[src/rtl/dm_sba_bus.sv]
// dm_sba_bus: system bus access engine for the RISC-V debug module.
// Turns sbaddress/sbdata accesses into req/gnt/rvalid bus transactions.
module dm_sba_bus #(
    parameter int unsigned BusWidth = 32
) (
    input  logic                  clk_i,
    input  logic                  rst_ni,
    input  logic                  dmactive_i,
    output logic                  master_req_o,
    output logic [BusWidth-1:0]   master_add_o,
    output logic                  master_we_o,
    output logic [BusWidth-1:0]   master_wdata_o,
    output logic [BusWidth/8-1:0] master_be_o,
    input  logic                  master_gnt_i,
    input  logic                  master_r_valid_i,
    input  logic [BusWidth-1:0]   master_r_rdata_i,
    input  logic                  master_r_err_i,
    input  logic [BusWidth-1:0]   sbaddress_i,
    input  logic                  sbaddress_write_valid_i,
    input  logic                  sbreadonaddr_i,
    input  logic                  sbreadondata_i,
    input  logic                  sbautoincrement_i,
    input  logic [2:0]            sbaccess_i,
    input  logic [BusWidth-1:0]   sbdata_i,
    input  logic                  sbdata_write_valid_i,
    input  logic                  sbdata_read_valid_i,
    output logic [BusWidth-1:0]   sbaddress_o,
    output logic                  sbaddress_update_o,
    output logic [BusWidth-1:0]   sbdata_o,
    output logic                  sbdata_valid_o,
    output logic                  sbbusy_o,
    output logic                  sberror_valid_o,
    output logic [2:0]            sberror_o
);
    localparam int unsigned BeW  = BusWidth / 8;
    localparam int unsigned OffW = $clog2(BeW);

    typedef enum logic [2:0] {
        IDLE, READ, WRITE, WAIT_READ, WAIT_WRITE
    } state_e;

    state_e              state_q, state_d;
    logic [BusWidth-1:0] addr_q, addr_d;
    logic [BusWidth-1:0] data_q, data_d;
    logic [2:0]          size_q, size_d;
    logic                autoinc_q, autoinc_d;
    logic                abort_q, abort_d;

    logic [OffW-1:0]     off;
    logic [OffW+2:0]     shamt;
    logic [BusWidth-1:0] size_mask, addr_inc;
    logic [BeW-1:0]      be;
    logic                go_rd, go_wr, pre_size, pre_align, keep;

    assign off      = addr_q[OffW-1:0];
    assign shamt    = {off, 3'b000};
    assign addr_inc = addr_q + (BusWidth'(1) << size_q);
    assign keep     = dmactive_i && !abort_q;

    assign go_rd = dmactive_i &&
                   ((sbaddress_write_valid_i && sbreadonaddr_i) ||
                    (!sbdata_write_valid_i && sbdata_read_valid_i && sbreadondata_i));
    assign go_wr = dmactive_i && sbdata_write_valid_i &&
                   !(sbaddress_write_valid_i && sbreadonaddr_i);
    assign pre_size = sbaccess_i > 3'(OffW);

    always_comb begin
        pre_align = 1'b0;
        for (int i = 0; i < int'(OffW); i++)
            if (i < int'(sbaccess_i) && sbaddress_i[i]) pre_align = 1'b1;
    end

    // Byte-lane masks derived from the captured size and address offset.
    always_comb begin
        for (int i = 0; i < int'(BeW); i++)
            be[i] = (i >= int'(off)) && (((i - int'(off)) >> size_q) == 0);
        for (int i = 0; i < int'(BusWidth); i++)
            size_mask[i] = ((i / 8) >> size_q) == 0;
    end

    assign sbbusy_o       = state_q != IDLE;
    assign master_req_o   = (state_q == READ) || (state_q == WRITE);
    assign master_we_o    = state_q == WRITE;
    assign master_add_o   = master_req_o ? (addr_q & ~BusWidth'(BeW - 1)) : '0;
    assign master_be_o    = master_req_o ? be : '0;
    assign master_wdata_o = master_we_o ? (data_q << shamt) : '0;

    always_comb begin
        state_d            = state_q;
        addr_d             = addr_q;
        data_d             = data_q;
        size_d             = size_q;
        autoinc_d          = autoinc_q;
        abort_d            = abort_q;
        sberror_valid_o    = 1'b0;
        sberror_o          = 3'd0;
        sbdata_valid_o     = 1'b0;
        sbdata_o           = '0;
        sbaddress_update_o = 1'b0;
        sbaddress_o        = addr_q;
        unique case (state_q)
            IDLE: begin
                if (go_rd || go_wr) begin
                    if (pre_size) begin
                        sberror_valid_o = 1'b1;
                        sberror_o       = 3'd4;
                    end else if (pre_align) begin
                        sberror_valid_o = 1'b1;
                        sberror_o       = 3'd3;
                    end else begin
                        addr_d    = sbaddress_i;
                        data_d    = sbdata_i;
                        size_d    = sbaccess_i;
                        autoinc_d = sbautoincrement_i;
                        abort_d   = 1'b0;
                        state_d   = go_rd ? READ : WRITE;
                    end
                end
            end
            READ, WRITE: begin
                if (!dmactive_i) abort_d = 1'b1;
                if (master_gnt_i)
                    state_d = (state_q == READ) ? WAIT_READ : WAIT_WRITE;
            end
            WAIT_READ, WAIT_WRITE: begin
                if (!dmactive_i) abort_d = 1'b1;
                // A deactivated module still drains the bus, but reports nothing.
                if (master_r_valid_i) begin
                    state_d = IDLE;
                    if (keep && master_r_err_i) begin
                        sberror_valid_o = 1'b1;
                        sberror_o       = 3'd2;
                    end else if (keep) begin
                        if (state_q == WAIT_READ) begin
                            sbdata_valid_o = 1'b1;
                            sbdata_o       = (master_r_rdata_i >> shamt) & size_mask;
                        end
                        if (autoinc_q) begin
                            sbaddress_update_o = 1'b1;
                            sbaddress_o        = addr_inc;
                        end
                    end
                end
            end
            default: state_d = IDLE;
        endcase
    end

    always_ff @(posedge clk_i or negedge rst_ni) begin
        if (!rst_ni) begin
            state_q   <= IDLE;
            addr_q    <= '0;
            data_q    <= '0;
            size_q    <= '0;
            autoinc_q <= 1'b0;
            abort_q   <= 1'b0;
        end else begin
            state_q   <= state_d;
            addr_q    <= addr_d;
            data_q    <= data_d;
            size_q    <= size_d;
            autoinc_q <= autoinc_d;
            abort_q   <= abort_d;
        end
    end
endmodule

[config.mk]
export PLATFORM = sky130hd
export DESIGN_NAME = dm_sba_bus
export DESIGN_NICKNAME = d
export VERILOG_FILES = /design/src/rtl/dm_sba_bus.sv
export SDC_FILE = /design/constraint.sdc
export NUM_CORES = 1
export LEC_CHECK = 0
export BUFFER_PORTS_ARGS = -buffer_cell sky130_fd_sc_hd__buf_2
export CORE_MARGIN = 4
export CORE_UTILIZATION = 35
export CTS_CLUSTER_SIZE = 28
export DETAILED_ROUTE_END_ITERATION = 6
export PLACE_DENSITY = 0.6
export SLEW_MARGIN = 20
export SYNTH_ARGS = -nofsm -noshare
export SYNTH_HDL_FRONTEND = slang
export SYNTH_SLANG_ARGS = --single-unit
[constraint.sdc]
create_clock -name clk_i -period 2.93 [get_ports clk_i]
set_clock_uncertainty 0.15 [all_clocks]
set_input_delay 0 -clock clk_i [delete_from_list [all_inputs] [get_ports clk_i]]
set_output_delay 0 -clock clk_i [all_outputs]
set_load 0.02 [all_outputs]
==> results of run 1 <==
## final cells by class
| class | instances | area [µm²] | share of cell area (%) |
|---|---|---|---|
| multi-input cells | 458 | 3674 | 43.53 |
| inverters | 12 | 47.55 | 0.5635 |
| clock buffers | 10 | 239.0 | 2.832 |
| flip-flops and latches | 72 | 1808 | 21.43 |
| clock inverters | 5 | 56.30 | 0.6673 |
| repair buffers | 355 | 2350 | 27.85 |
| well taps | 211 | 264.0 | 3.129 |
## cell families (layout without fill, tap and decap cells)
family / count (synthesis) / count (layout) / synth area share [%]
flip-flops: 72 / 72 / 32.99
adder cells (fa/ha/maj): 11 / 11 / 2.658
other: 1 / 2 / 0.06866
buffers and inverters: 52 / 382 / 4.376
multiplexers: 99 / 99 / 19.68
AND/OR/NAND/NOR: 214 / 214 / 22.02
AO/OA/AOI/OAI: 103 / 103 / 13.56
XOR/XNOR: 29 / 29 / 4.651
## synthesized netlist by cell type (all sizes together) (14+ instances only)
| library cell | number |
|---|---|
| nand2 | 24 |
| a21oi | 28 |
| o21ai | 15 |
| xor2 | 24 |
| buf | 17 |
| dfrtp | 72 |
| a211oi | 40 |
| and2 | 46 |
| clkbuf | 23 |
| nor3 | 14 |
| nor2b | 17 |
| mux2i | 32 |
| nor2 | 71 |
| mux2 | 67 |
## metrics by stage
step	instance area [µm²]	setup WS (ns)	cells
after floorplan	5465	0.2181	582
after global placement	6920	0.2030	1017
after detailed placement	6920	0.1010	1017
after CTS	8108	-0.09377	1114
after global routing	8438	-0.1840	1123
final	8438	-0.1091	1123
## per-layer routing
metal | track usage (%) | up-vias | routed length (µm)
li1 | - | 2722 | -
met4 | 7.275 | 0 | 488
met2 | 37.16 | 225 | 9857
met3 | 6.084 | 35 | 1509
met1 | 24.07 | 2718 | 7540
met5 | 0 | - | 0
## registers in the layout, summed over array words and instances, names as in the netlist
register,count
data_q,32
abort_q,1
addr_q,32
autoinc_q,1
state_q,3
size_q,3
## worst reg2reg max path, stage by stage, from the launching register on
cell and delay [ns]:
dfrtp_1 0.51, nor3_2 0.29, nand3_1 0.26, nor3_4 0.28
buf_4 0.39, mux2_2 0.40
## how the worst min path moves through the flow
stage,startpoint,to,slack (ns),depth (start not counted)
floorplan,rst_ni,abort_q,-0.45,0
global placement,rst_ni,addr_q[6],0.06,1
detailed placement,rst_ni,addr_q[6],0.07,1
CTS,sbaccess_i[2],state_q[0],0.02,4
global route,sbaccess_i[2],state_q[0],0.03,4
finish,sbaccess_i[2],state_q[0],0.01,4
## timing repair
action	in CTS	in global routing
pin swaps	11	24
gates resized for setup	20	61
setup buffers	7	9
hold endpoints to repair	143	0
gates cloned	1	0
hold buffers	74	0
endpoints found under the setup margin	26	34
## power groups by stage
stage	Clock, W	Sequential (W)	Combinational (W)
6_report	0.00112	0.00206	0.00482
3_5_place_dp	0	0.00205	0.00438
3_3_place_gp	0	0.00203	0.00435
2_1_floorplan	0	0.00184	0.00315
5_1_grt	0.00119	0.00214	0.00524
4_1_cts	0.00116	0.00204	0.00457
==> key figures, run 1 <==
Status
  – Status: finished with violations
  – Failing checks: negative setup slack

Pwr
  – Seq pwr share: 25.7%
  – Peak supply drop: 0.4972 mV
  – Sw Pwr: 0.003779 W
  – Combinational share of power: 60.3%
  – P_int: 0.004216 W
  – Clock power frac: 14.0%
  – PwrDens: 947.5 nW/µm²
  – Sw frac: 47.27%
  – Leak: 4.100 nW
  – Overall power: 0.007995 W

STA
  – Period utilization: 103.7%
  – Slew HR: 35.49%
  – Worst Setup Slack, final: -0.1091 ns
  – RSZ-0062 raised after global routing: true
  – Fmax: 0.3290 GHz
  – Worst-Margin Slew: 0.9677 ns
  – Final setup fails: 14
  – Post-Route Setup TNS: -0.6444 ns
  – Tmin final: 3.039 ns
  – Hold WS: 0.01061 ns
  – Final Hold Fails: 0
  – Final max-slew violation count: 0

Global routing
  – Antenna violations before repair: 0
  – GRT Total Usage: 20.98%
  – Largest net degree at the start of global routing: 73
  – GR Overflow Total: 0
  – Global-route wire length before repair: 30140 µm
  – Vias in the first global route: 5800

Worst setup path
  – Worst Setup Path Type: reg2out
  – CP startpoint: size_q[0]
  – End of the critical path: sbaddress_o[29]
  – CP Launch Type: register
  – Largest stage delay on the critical path: 0.41 ns
  – Reg2reg end: data_q[21]
  – Worst EP required: 2.78 ns
  – Critical path depth: 10
  – Slowest cell on the critical path: dfrtp_1
  – Worst path cell trace: buf_6 -> nor3b_2 -> ha_1 -> and2_4 -> a221o_1 -> o2111ai_4 -> buf_8 -> a211oi_2 -> xor2_1 -> buf_4
  – CP delay by family, top: compound AO/OA/AOI/OAI gates
  – Reg2Reg Depth: 5
  – Critical path buffers and inverters: 3
  – Worst Path Arrival: 2.89 ns
  – Maximum fanout along the worst path: 8
  – Kind of end point of the critical path: primary output
  – R2r setup slk: 0.53 ns
  – R2R Path Start: state_q[0]

Clock tree
  – TritonCTS Buffers: 9
  – CTS tree: yes
  – Worst-path clk slew: 0.06 ns
  – CTS Root Cell: clkbuf_16
  – TritonCTS Sinks: 72
  – Clk_lat worst skew: 0.34 ns
  – H-tree Lvls: 3
  – CTS Buffer Depth: 2

Finish
  – Antenna diodes: 0
  – Finished Core Util: 55.30%
  – Layout area overhead: 54.50%
  – Commonest non-fill, non-tap cell in the layout: buf_2
  – Fillers: 1416
  – Most frequent cells in the layout: buf_2, dlygate4sd3_1, nor2_1, mux2_2, dfrtp_1
  – Layout cell share with drive strength beyond 1: 46.05%
  – Layout Nets: 1030

Synthesis
  – Library cells used by synthesis: 57
  – Synthesized instance count: 581
  – Synth area leader: dfrtp_1
  – Fraction of registers with async set/reset: 100.0%
  – #FFs+latches synth: 72
  – Sequential area share after synthesis: 32.99%
  – Synth Flop Type: dfrtp_1
  – Post-synth top area share: 32.99%
  – EDFF count, synth: 0
  – Syn_area_per_cell: 9.400 µm²
  – Top post-synthesis cells by area: dfrtp_1, mux2_2, mux2i_1
  – Yosys warning count: 0
  – Synth Cell Area: 5461 µm²

Placement
  – Input/output buffers: 249
  – DPL Wire Length: 13290 µm
  – Gpl congestion: 0.8243

Detailed routing
  – Total Wirelength: 19400 µm
  – DRC errors left: 0
  – Detailed-route via count: 5700
  – Initial DRC count: 136
  – Pre-Repair DR Iteration Count: 5
  – Vias/cell: 5.076
  – Final ANT Viol Nets: 0
  – Post-DR wirelength/cell: 17.27 µm

Flow run
  – Maxcap violations: 0

Floorplan
  – Row Count: 45
  – Die height: 132.9 µm
  – Die Wd: 132.9 µm
  – Die ar.: 17670 µm²
  – Core region area: 15260 µm²
  – # IOs: 252
  – Starting Density: 35.79%

Hold path
  – Hold Crit Class: in2reg
Note: power is estimated with default switching activity, not from simulation.
==> run 2, diff against run 1 <==
Settings changed: RECOVER_POWER set to 100.
==> key figures, run 2 (same netlist as run 1, synthesis figures left out) <==
Status
  – Status: finished with violations
  – Failing checks: max-capacitance violations, max-slew violations, negative setup slack

Floorplan
  – Die Wd: 132.9 µm (unchanged)
  – # IOs: 252 (unchanged)
  – Die ar.: 17670 µm² (unchanged)
  – Starting Density: 35.79% (unchanged)
  – Die height: 132.9 µm (unchanged)
  – Core region area: 15260 µm² (unchanged)
  – Row Count: 45 (unchanged)

Worst setup path
  – Worst Setup Path Type: reg2out
  – Maximum fanout along the worst path: 8 (unchanged)
  – CP Launch Type: register
  – Kind of end point of the critical path: primary output
  – R2R Path Start: state_q[0]
  – Worst Path Arrival: 2.90 ns (about the same)
  – CP startpoint: size_q[0]
  – Worst EP required: 2.78 ns (about the same)

Detailed routing
  – Final ANT Viol Nets: 0 (unchanged)
  – Detailed-route via count: 5679 (-0.37%)
  – Pre-Repair DR Iteration Count: 5 (unchanged)
  – DRC errors left: 0 (unchanged)
  – Initial DRC count: 132 (-2.9%)
  – Post-DR wirelength/cell: 17.31 µm (+0.20%)
  – Total Wirelength: 19440 µm (+0.20%)
  – Vias/cell: 5.057 (-0.37%)

Global routing
  – GRT Total Usage: 20.98% (unchanged)
  – Largest net degree at the start of global routing: 73 (unchanged)
  – Antenna violations before repair: 0 (unchanged)
  – Global-route wire length before repair: 30140 µm (unchanged)
  – Vias in the first global route: 5800 (unchanged)
  – GR Overflow Total: 0 (unchanged)

STA
  – Hold WS: 0.01243 ns (+0.001823 ns)
  – RSZ-0062 raised after global routing: true
  – Fmax: 0.3273 GHz (-0.52%)
  – Worst Setup Slack, final: -0.1249 ns (-0.01579 ns)
  – Slew HR: -25.77% (-61 points)
  – Post-Route Setup TNS: -0.6362 ns (+0.008186 ns)
  – Worst-Margin Slew: 1.887 ns (+0.9189 ns)
  – Tmin final: 3.055 ns (+0.01579 ns)
  – Final Hold Fails: 0 (unchanged)
  – Final setup fails: 14 (unchanged)
  – Final max-slew violation count: 73 (+73)
  – Period utilization: 104.3% (+0.54 points)

Finish
  – Antenna diodes: 0 (unchanged)
  – Commonest non-fill, non-tap cell in the layout: buf_2
  – Layout area overhead: 52.39%
  – Multi-input gate area: 3664 µm² (-0.27%)
  – Layout cell share with drive strength beyond 1: 39.14% (-6.9 points)
  – Layout Nets: 1030 (unchanged)
  – Most frequent cells in the layout: buf_2, dlygate4sd3_1, nor2_1, dfrtp_1, mux2_2
  – Storage cell area: 1807 µm² (about the same)
  – Layout Cells excl Fill: 1123 (unchanged)
  – Top flop regs: addr_q: 32 flops, data_q: 32 flops
  – Fillers: 1444 (+2.0%)

Pwr
  – Seq pwr share: 25.9% (+0.2 points)
  – Clock power frac: 14.2% (+0.2 points)
  – P_int: 0.004120 W (-2.3%)
  – PwrDens: 950.6 nW/µm² (+0.33%)
  – Combinational share of power: 59.9% (-0.4 points)
  – Sw Pwr: 0.003793 W (+0.35%)
  – Sw frac: 47.93% (+0.66 points)
  – Peak supply drop: 0.4822 mV (-3.0%)
  – Overall power: 0.007912 W (-1.0%)
  – Leak: 3.847 nW (-6.2%)

Clock tree
  – TritonCTS Sinks: 72 (unchanged)
  – Clk_lat worst skew: 0.34 ns (about the same)
  – CTS Buffer Depth: 2 (unchanged)
  – Worst-path clk slew: 0.06 ns (about the same)
  – TritonCTS Buffers: 9 (unchanged)
  – H-tree Lvls: 3 (unchanged)
  – CTS tree: yes
  – CTS Root Cell: clkbuf_16

Placement
  – Input/output buffers: 249 (unchanged)
  – DPL Wire Length: 13290 µm (unchanged)
  – Gpl congestion: 0.8243 (unchanged)
  – Placed insts: 1017 (unchanged)
  – DP Worst Slack: 0.1010 ns (unchanged)

Flow run
  – Maxcap violations: 1 (+1)

Hold path
  – Hold Crit Class: in2reg
  – Hold wc startpoint: sbaccess_i[2]
-- run 2: routing by layer --
layer | vias to the layer above | track usage (%) | wire, µm
met5 | - | 0 | 0
met4 | 0 | 7.275 | 467
met3 | 32 | 6.084 | 1459
met2 | 216 | 37.16 | 9890
met1 | 2716 | 24.07 | 7618
li1 | 2715 | - | -
-- run 2: worst max-delay path: stages, from the launching register on --
cell	delay [ns]
dfrtp_1	0.41
buf_6	0.15
nor3b_2	0.16
ha_1	0.28
and2_4	0.15
a221o_1	0.39
o2111ai_4	0.30
buf_8	0.19
a211oi_2	0.08
xor2_1	0.24
buf_4	0.20
-- run 2: area by class of cell --
type / count / share of cell area [%]
multi-input combinational: 458 / 44.02
timing repair buffer: 355 / 26.98
sequential: 72 / 21.71
tap: 211 / 3.172
clock buffer: 10 / 2.871
clock inverter: 5 / 0.6765
inverter: 12 / 0.5713
-- run 2: path summary, 6_finish.rpt --
| check | endpoint | slack, ns | depth (start not counted) |
|---|---|---|---|
| min in group asynchronous | addr_q[6] | 0.58 | 2 |
| hold / removal | state_q[0] | 0.01 | 4 |
| setup / recovery | sbaddress_o[29] | -0.12 | 10 |
| hold reg to reg | data_q[24] | 0.35 | 1 |
| max in group asynchronous | addr_q[0] | 0.82 | 2 |
| setup reg to reg | data_q[21] | 0.23 | 5 |
-- run 2: what timing repair did --
item                                   in CTS  in global routing
buffers inserted                            7                  9
cloned                                      1                  0
pin swaps                                  11                 24
endpoints found under the hold margin     143                  0
resized for setup                          20                 61
hold buffers                               74                  0
setup endpoints to repair                  26                 34
-- run 2: power groups by stage --
| stage | Clock [W] | Combinational (W) | Sequential [W] |
|---|---|---|---|
| 4_1_cts | 0.00116 | 0.00457 | 0.00204 |
| 3_3_place_gp | 0 | 0.00435 | 0.00203 |
| 3_5_place_dp | 0 | 0.00438 | 0.00205 |
| 6_report | 0.00112 | 0.00474 | 0.00205 |
| 5_1_grt | 0.00119 | 0.00515 | 0.00214 |
| 2_1_floorplan | 0 | 0.00315 | 0.00184 |
-- run 2: stage by stage --
step | util, % | area (µm²)
finish | 54.55 | 8323
global route | 54.55 | 8323
CTS | 53.14 | 8108
detailed placement | 45.35 | 6920
global placement | 45.35 | 6920
floorplan | - | 5465
